$ cat src/rtl/quad_gate_bist_ctrl.sv
// rtl/quad_gate_bist_ctrl.sv - BIST sequencer for a quad 2-input gate package
//
// Walks gates 0..3, applying {A,B} = 11, 01, 10, 00 to one gate at a time
// while the other gates see 00. After SETTLE_CYCLES wait cycles it compares
// all four Y bits against TRUTH and accumulates a sticky failure mask and
// the first failing {gate, vector}.
//
// Ports:
//   clk        - clock, rising edge
//   clr_n      - asynchronous active-low reset
//   start      - begin a run (ignored while busy)
//   abort      - synchronous abort of a running test
//   y[3:0]     - gate outputs from the chip under test
//   a[3:0]     - gate A inputs to the chip
//   b[3:0]     - gate B inputs to the chip
//   busy       - run in progress
//   done       - last run completed (held until next start or reset)
//   pass       - valid with done; 1 = no mismatch seen
//   fail_mask  - sticky per-Y mismatch flags
//   fail_valid - first_fail holds a captured mismatch
//   first_fail - {gate[1:0], vec[1:0]} of the first mismatching compare

module quad_gate_bist_ctrl #(
    parameter int unsigned SETTLE_CYCLES = 4,
    parameter logic [3:0]  TRUTH         = 4'b1110
) (
    input  logic       clk,
    input  logic       clr_n,
    input  logic       start,
    input  logic       abort,
    input  logic [3:0] y,
    output logic [3:0] a,
    output logic [3:0] b,
    output logic       busy,
    output logic       done,
    output logic       pass,
    output logic [3:0] fail_mask,
    output logic       fail_valid,
    output logic [3:0] first_fail
);

    localparam logic [7:0] CNT_LOAD = 8'(SETTLE_CYCLES);

    typedef enum logic [1:0] {
        S_IDLE = 2'd0,
        S_RUN  = 2'd1,
        S_FIN  = 2'd2
    } state_t;

    state_t     state, state_nxt;
    logic [1:0] g, g_nxt;
    logic [1:0] v, v_nxt;
    logic [7:0] cnt, cnt_nxt;
    logic [3:0] a_nxt, b_nxt;
    logic       busy_nxt, done_nxt, pass_nxt, fail_valid_nxt;
    logic [3:0] fail_mask_nxt, first_fail_nxt;
    logic [3:0] exp_y, mism;
    logic [3:0] gv_inc;

    always_ff @(posedge clk or negedge clr_n) begin
        if (!clr_n) begin
            state      <= S_IDLE;
            g          <= 2'd0;
            v          <= 2'd0;
            cnt        <= 8'd0;
            a          <= 4'd0;
            b          <= 4'd0;
            busy       <= 1'b0;
            done       <= 1'b0;
            pass       <= 1'b0;
            fail_mask  <= 4'd0;
            fail_valid <= 1'b0;
            first_fail <= 4'd0;
        end else begin
            state      <= state_nxt;
            g          <= g_nxt;
            v          <= v_nxt;
            cnt        <= cnt_nxt;
            a          <= a_nxt;
            b          <= b_nxt;
            busy       <= busy_nxt;
            done       <= done_nxt;
            pass       <= pass_nxt;
            fail_mask  <= fail_mask_nxt;
            fail_valid <= fail_valid_nxt;
            first_fail <= first_fail_nxt;
        end
    end

    always_comb begin
        state_nxt      = state;
        g_nxt          = g;
        v_nxt          = v;
        cnt_nxt        = cnt;
        a_nxt          = a;
        b_nxt          = b;
        busy_nxt       = busy;
        done_nxt       = done;
        pass_nxt       = pass;
        fail_mask_nxt  = fail_mask;
        fail_valid_nxt = fail_valid;
        first_fail_nxt = first_fail;
        gv_inc         = {g, v} + 4'd1;

        // Idle gates are driven 00, so indexing TRUTH by each gate's own
        // {A,B} yields TRUTH[00] for them and the vector's entry for gate g.
        // Case-inequality makes X/Z on y a mismatch in simulation.
        for (int i = 0; i < 4; i++) begin
            exp_y[i] = TRUTH[{a[i], b[i]}];
            mism[i]  = (y[i] !== exp_y[i]);
        end

        case (state)
            S_IDLE, S_FIN: begin
                if (start) begin
                    state_nxt      = S_RUN;
                    done_nxt       = 1'b0;
                    pass_nxt       = 1'b0;
                    fail_mask_nxt  = 4'd0;
                    fail_valid_nxt = 1'b0;
                    first_fail_nxt = 4'd0;
                    g_nxt          = 2'd0;
                    v_nxt          = 2'd0;
                    cnt_nxt        = CNT_LOAD;
                    busy_nxt       = 1'b1;
                    a_nxt          = 4'b0001;
                    b_nxt          = 4'b0001;
                end
            end
            S_RUN: begin
                if (abort) begin
                    state_nxt = S_IDLE;
                    a_nxt     = 4'd0;
                    b_nxt     = 4'd0;
                    busy_nxt  = 1'b0;
                    done_nxt  = 1'b0;
                end else if (cnt != 8'd0) begin
                    cnt_nxt = cnt - 8'd1;
                end else begin
                    fail_mask_nxt = fail_mask | mism;
                    if (!fail_valid && (mism != 4'd0)) begin
                        fail_valid_nxt = 1'b1;
                        first_fail_nxt = {g, v};
                    end
                    if ((g == 2'd3) && (v == 2'd3)) begin
                        state_nxt = S_FIN;
                        a_nxt     = 4'd0;
                        b_nxt     = 4'd0;
                        busy_nxt  = 1'b0;
                        done_nxt  = 1'b1;
                        pass_nxt  = (fail_mask_nxt == 4'd0);
                    end else begin
                        g_nxt   = gv_inc[3:2];
                        v_nxt   = gv_inc[1:0];
                        cnt_nxt = CNT_LOAD;
                        // Vector order 11, 01, 10, 00: A = ~v[0], B = ~v[1].
                        a_nxt   = {3'b000, ~gv_inc[0]} << gv_inc[3:2];
                        b_nxt   = {3'b000, ~gv_inc[1]} << gv_inc[3:2];
                    end
                end
            end
            default: begin
                state_nxt = S_IDLE;
                a_nxt     = 4'd0;
                b_nxt     = 4'd0;
                busy_nxt  = 1'b0;
            end
        endcase
    end

endmodule

$ cat config.mk
export PLATFORM = sky130hd
export DESIGN_NAME = quad_gate_bist_ctrl
export DESIGN_NICKNAME = d
export VERILOG_FILES = /design/src/rtl/quad_gate_bist_ctrl.sv
export SDC_FILE = /design/constraint.sdc
export NUM_CORES = 1
export LEC_CHECK = 0
export BUFFER_PORTS_ARGS = -buffer_cell sky130_fd_sc_hd__buf_2
export CAP_MARGIN = 20
export CORE_ASPECT_RATIO = 0.9
export CORE_MARGIN = 3
export CORE_UTILIZATION = 40
export CTS_CLUSTER_SIZE = 40
export DETAILED_ROUTE_END_ITERATION = 10
export PLACE_DENSITY = 0.61
export REMOVE_ABC_BUFFERS = 1
export SYNTH_ARGS = -nofsm -noshare
export SYNTH_HDL_FRONTEND = slang
export SYNTH_SLANG_ARGS = --single-unit
export TNS_END_PERCENT = 1
$ cat constraint.sdc
create_clock -name clk -period 2.73 [get_ports clk]
set_clock_uncertainty 0.1 [all_clocks]
set_input_delay 0 -clock clk [delete_from_list [all_inputs] [get_ports clk]]
set_output_delay 0 -clock clk [all_outputs]
set_load 0.01 [all_outputs]
After elaboration in Yosys (flattened, before gate mapping)
Index checks and enable logic that the tools add are counted.
{"block": "op_classes", "addsub": 2, "n_mul": 0, "div": 0, "magnitude_cmp": 4, "eq_ne": 17, "n_shift": 2, "muxes": 62, "n_bitwise": 3, "reduce_logical": 17}
{"operator": "two-way mux 4 bit", "n": 13}
{"operator": "two-way mux 8 bit", "n": 4}
{"operator": "case mux 4 bit (2 select lines)", "n": 4}
{"operator": "two-way mux 2 bit", "n": 11}
{"operator": "two-way mux 1 bit", "n": 18}
{"operator": "case mux 8 bit (2 select lines)", "n": 1}
{"operator": "AND reduction 5 bit", "n": 3}
{"operator": "< comparator 2 x 3 -> 1 bit (second input constant)", "n": 4}
{"operator": "inequality test 2 bit (second input constant)", "n": 6}
{"operator": "case mux 2 bit (2 select lines)", "n": 3}
{"operator": "AND reduction 4 bit", "n": 3}
{"operator": "inequality test 3 bit (second input constant)", "n": 3}
{"operator": "binary-select mux 1 bit (select 2 bit)", "n": 4}
{"operator": "case mux 1 bit (2 select lines)", "n": 4}
{"operator": "nonzero test 8 bit", "n": 1}
{"operator": "left shift 1 x 2 -> 4 bit", "n": 2}
{"operator": "subtractor 8 x 1 -> 8 bit (second input constant)", "n": 1}
{"operator": "== test 2 bit (second input constant)", "n": 3}
{"operator": "adder 4 x 1 -> 4 bit (second input constant)", "n": 1}
{"operator": "zero test 4 bit", "n": 1}
{"operator": "!== test 1 bit", "n": 4}
{"operator": "OR 4 bit", "n": 1}
{"operator": "nonzero test 4 bit", "n": 1}
{"operator": "AND reduction 3 bit", "n": 1}
{"operator": "other kinds (8)", "n": 10}
{"block": "totals", "ff_bits": 34, "latch_bits": 0, "ramBits": 0, "mem_bits_ro": 0, "in_bits": 8, "output_inout_bits": 20, "elab_cells": 119, "n_memories": 0}

Logic depth before layout (Yosys ltp)
{"block": "depth", "depth_word": 9, "depth_mapped": 8, "depth_no_buf": 6}

Worst setup path before layout
No wires, ideal clock.
{"block": "synth_timing", "path_type": "register to register", "from": "register cnt[0]", "to": "register cnt[2]", "setup_ns": 0.132, "t_arrival_ns": 2.002, "t_required_ns": 2.498, "path_slack_ns": 0.497, "path_stages_with_launch": 9, "path_buffers": 2, "period_less_slack_ns": 2.233, "cell_sequence": "dfrtp_1 > inv_1 > ha_1 > or3b_2 > buf_1 > nor4_4 > buf_6 > nor3_1 > or3b_1"}
{"block": "synth_between", "elab_chain_len": 4, "word_cells_on_any_way": 7, "cone_classes": "add/sub (1); eq/ne (1); mux (3); reduce/logical (2)"}
{"element": "from (decl)", "line": "53", "rtl": "logic [7:0] cnt, cnt_nxt;"}
{"element": "from (signal assigned)", "line": "78", "rtl": "cnt <= cnt_nxt;"}
{"element": "subtractor 8 x 1 -> 8 bit or nonzero test 8 bit (tied branches)", "line": "138, 137"}
{"element": "two-way mux 8 bit", "line": "137", "rtl": "end else if (cnt != 8'd0) begin"}
{"element": "two-way mux 8 bit", "line": "131", "rtl": "if (abort) begin"}
{"element": "case mux 8 bit (2 select lines)", "line": "113", "rtl": "case (state)"}
Several ways; a longest one is shown, not always the timed one. The select of a mux whose other input is x is not followed.
A chain may end at the register's enable or synchronous reset.

Worst setup path after layout
{"block": "layout_timing", "from": "register cnt[4]", "to": "register cnt[2]"}
{"block": "layout_between", "elab_chain_len": 4, "word_cells_on_any_way": 6, "cone_classes": "eq/ne (1); mux (3); reduce/logical (2)"}
{"element": "nonzero test 8 bit *", "line": "137"}
{"element": "two-way mux 8 bit", "line": "137"}
{"element": "two-way mux 8 bit", "line": "131"}
{"element": "case mux 8 bit (2 select lines)", "line": "113"}
Every way passes the cells marked *; elsewhere a longest branch is shown, timed or not. The select of a mux whose other input is x is not followed.

==> impl_results.md <==
- CP Data Required Time: around 2800 ps
- Worst slack, placed: approximately 350 ps
- Nets: about 220
- Area Overhead vs Synth: 16.1%
- Met2 usage: 0.238
- Final hold slack: just under 40 ps
- Diode count: 0
- Vias per cell: about 5.5
- Reg2reg path depth: 4
- Layout cell share with drive strength beyond 1: 0.250
- Core footprint: between 4000 and 5000 um2
- Critical Path AT: ~2500 ps
- Dpl cells: about 260
- Post-DRT Antenna Nets: 0
- WL per Instance: between 15 and 20 um
- RR Endpoint: cnt[2]
- # Max-Cap Violations: 0
- Gr ovfl total: 0
- Clk Latency, worst-skew pair: roughly 290 ps
- GP Congestion: approximately 0.8
- Minimum clock period after layout: 2410 ps
- Worst ir drop on vdd: 0.000268 V
- Least-Margin Pin Slew: about 760 ps
- TritonCTS clock tree: done
- Clock sink count: 34
- Final count of pins violating max slew: 0
- Final Hold Vio Count: 0
- Final instance area: approximately 2100 um2
- Post-CTS setup buffer count: 0
- Met3 GRT Util: 0.0416
- Slowest-stage cell, CP: or4_1
- Total GRT Usage: 0.162
- Cells after synthesis: between 150 and 200
- Die height: 69.8 um
- Die width: around 77 um
- Post-synthesis sequential element count: 34
- FF-to-FF setup slack: 320 ps
- Max Clk Rate: a little over 0.4 GHz
- CP Launch Type: flip-flop
- PostCTS Resize Cnt: 0
- Grt peak-use layer: met2
- Drt first pass iters: 4
- Buf/Inv on CP: 0
- Core Util, Final: 0.498
- CP endpoint: cnt[2]
- Tot Pwr: about 1.7 mW
- Buffers on Ports: 27
- Clock-pin slew on the worst setup and hold paths: 70 ps
- Max Root-Sink Buffers: 2
- Seq/Total Area, Yosys: 0.471
- Kind of critical path: reg2reg
- # setup viols final: 0
- CTS hold repair buffers: 2
- H-tree levels: 2
- Outcome: finished clean
- Total stage count of the critical path: 4
- Placement Cell Area: a little under 2000 um2
- Mapped Avg Cell Area: 9.98 um2
- CP Max Fanout: 12
- Routed wire length: 4080 um
- Delay-heaviest family, CP: simple AND/OR/NAND/NOR gates
- Synthesized cell area: around 1800 um2
- Setup TNS: 0 ps
- CP cell instances: or4_1, nor4_4, nor3_1, or3b_1
- Crit end category: flip-flop
- Total CTS buffers: 5
- DRT iter0 DRCs: 74
- GR Util met1: 0.230
- Top_reg_cell synth: dfrtp_1
- Synth unique cells: 44
- Worst min-delay path category: in2reg
- Root Buffer: clkbuf_8
- Ys Warns: 0
- Largest stage delay, worst path: a little over 700 ps
- P_leak: approximately 0.94 nW
- Drt drc: 0
- Reg-to-reg startpoint: cnt[4]
- Final setup margin: roughly 320 ps
- Slew headroom: 0.491
- First-pass GRT wire length: just under 7000 um
- Number of cell rows: 22
- Initial core utilization: 0.429
- Via count: around 1500
- Total I/O pin count: 28
- Die ar.: roughly 5400 um2
- Initial antenna violation count: 0
- Post-synth EDFFs: 0
- Critical Path Source: cnt[4]
- Commonest non-fill, non-tap cells in the layout: dfrtp_1 (34), buf_2 (27), nor2_1 (17), nand2_1 (14), o21ai_0 (13)
- Unrepaired setup endpoints after global routing: false
- Synth async-reset ratio: 1.00
- Final worst path period share: 0.884
- Largest net degree at the start of global routing: 35
- Power per cell area: around 800 nW/um2
- Dpl hpwl: ~3000 um
- Finished Layout Cells: 272
- Vias in the first global route: approximately 1400
- Commonest non-fill, non-tap cell in the layout: dfrtp_1
==> worst reg2reg max path: stages, from the launching register on <==
cell and delay [ps]:
dfrtp_1 440, or4_1 720, nor4_4 570, nor3_1 110, or3b_1 360
==> sequential cells by signal (all words and copies together) (netlist names) <==
register and count:
a 4, b 4, busy 1, cnt 8, done 1, fail_mask 4
fail_valid 1, first_fail 4, g 2, pass 1, state 2, v 2
==> Yosys cell counts, drive strengths merged (4+ instances only) <==
library cell,instances,share of area
a21oi,8,0.024
a31oi,5,0.017
clkbuf,4,0.0090
dfrtp,34,0.47
inv,7,0.015
mux2,4,0.025
mux2i,5,0.028
nand2,14,0.029
nand3,4,0.011
nor2,17,0.035
nor3,9,0.025
nor4,5,0.029
o21ai,14,0.039
o31ai,4,0.017
o41ai,5,0.024
or4,6,0.027
xnor2,6,0.029
==> worst min-delay path by stage <==
stage | from | cells past startpoint | slack (ps) | endpoint
5_1_grt | y[0] | 4 | 70 | fail_mask[0]
3_5_place_dp | clr_n | 1 | 20 | state[1]
3_3_place_gp | clr_n | 1 | 9 | state[1]
6_report | y[2] | 4 | 40 | fail_mask[2]
2_1_floorplan | clr_n | 0 | -400 | a[0]
4_1_cts | y[2] | 4 | 30 | fail_mask[2]
==> kinds of logic (layout without fill, tap and decap cells) <==
family          Yosys count  after routing  share of synthesized area
simple gates             69             69                      0.220
xor+xnor                  7              7                     0.0339
fa+ha+maj                 3              3                     0.0208
mux                       9              9                     0.0526
flops                    34             34                      0.471
compound gates           45             45                      0.164
buf+inv                  14             45                     0.0381
==> layout make-up <==
type                    count  area (um2)
fillers                   401        2110
multi-input cells         133         887
flip-flops and latches     34         851
repair buffers             30         163
clock buffers               6        82.6
well taps                  60        75.1
inverters                   7        26.3
clock inverters             2        12.5
==> where the power goes <==
| group | internal, mW | total (mW) | leakage [nW] | switching [mW] |
|---|---|---|---|---|
| Clock | 0.203 | 0.387 | 0.0472 | 0.185 |
| Combinational | 0.230 | 0.567 | 0.445 | 0.337 |
| Sequential | 0.606 | 0.719 | 0.451 | 0.112 |
| Total | 1.04 | 1.67 | 0.944 | 0.634 |
==> metal layers <==
metal	wire [um]	part of all wire
met2	1810	0.44
met1	2040	0.50
met5	0	0
met3	167	0.041
met4	59	0.014
Power figures use the tool's default switching activity.
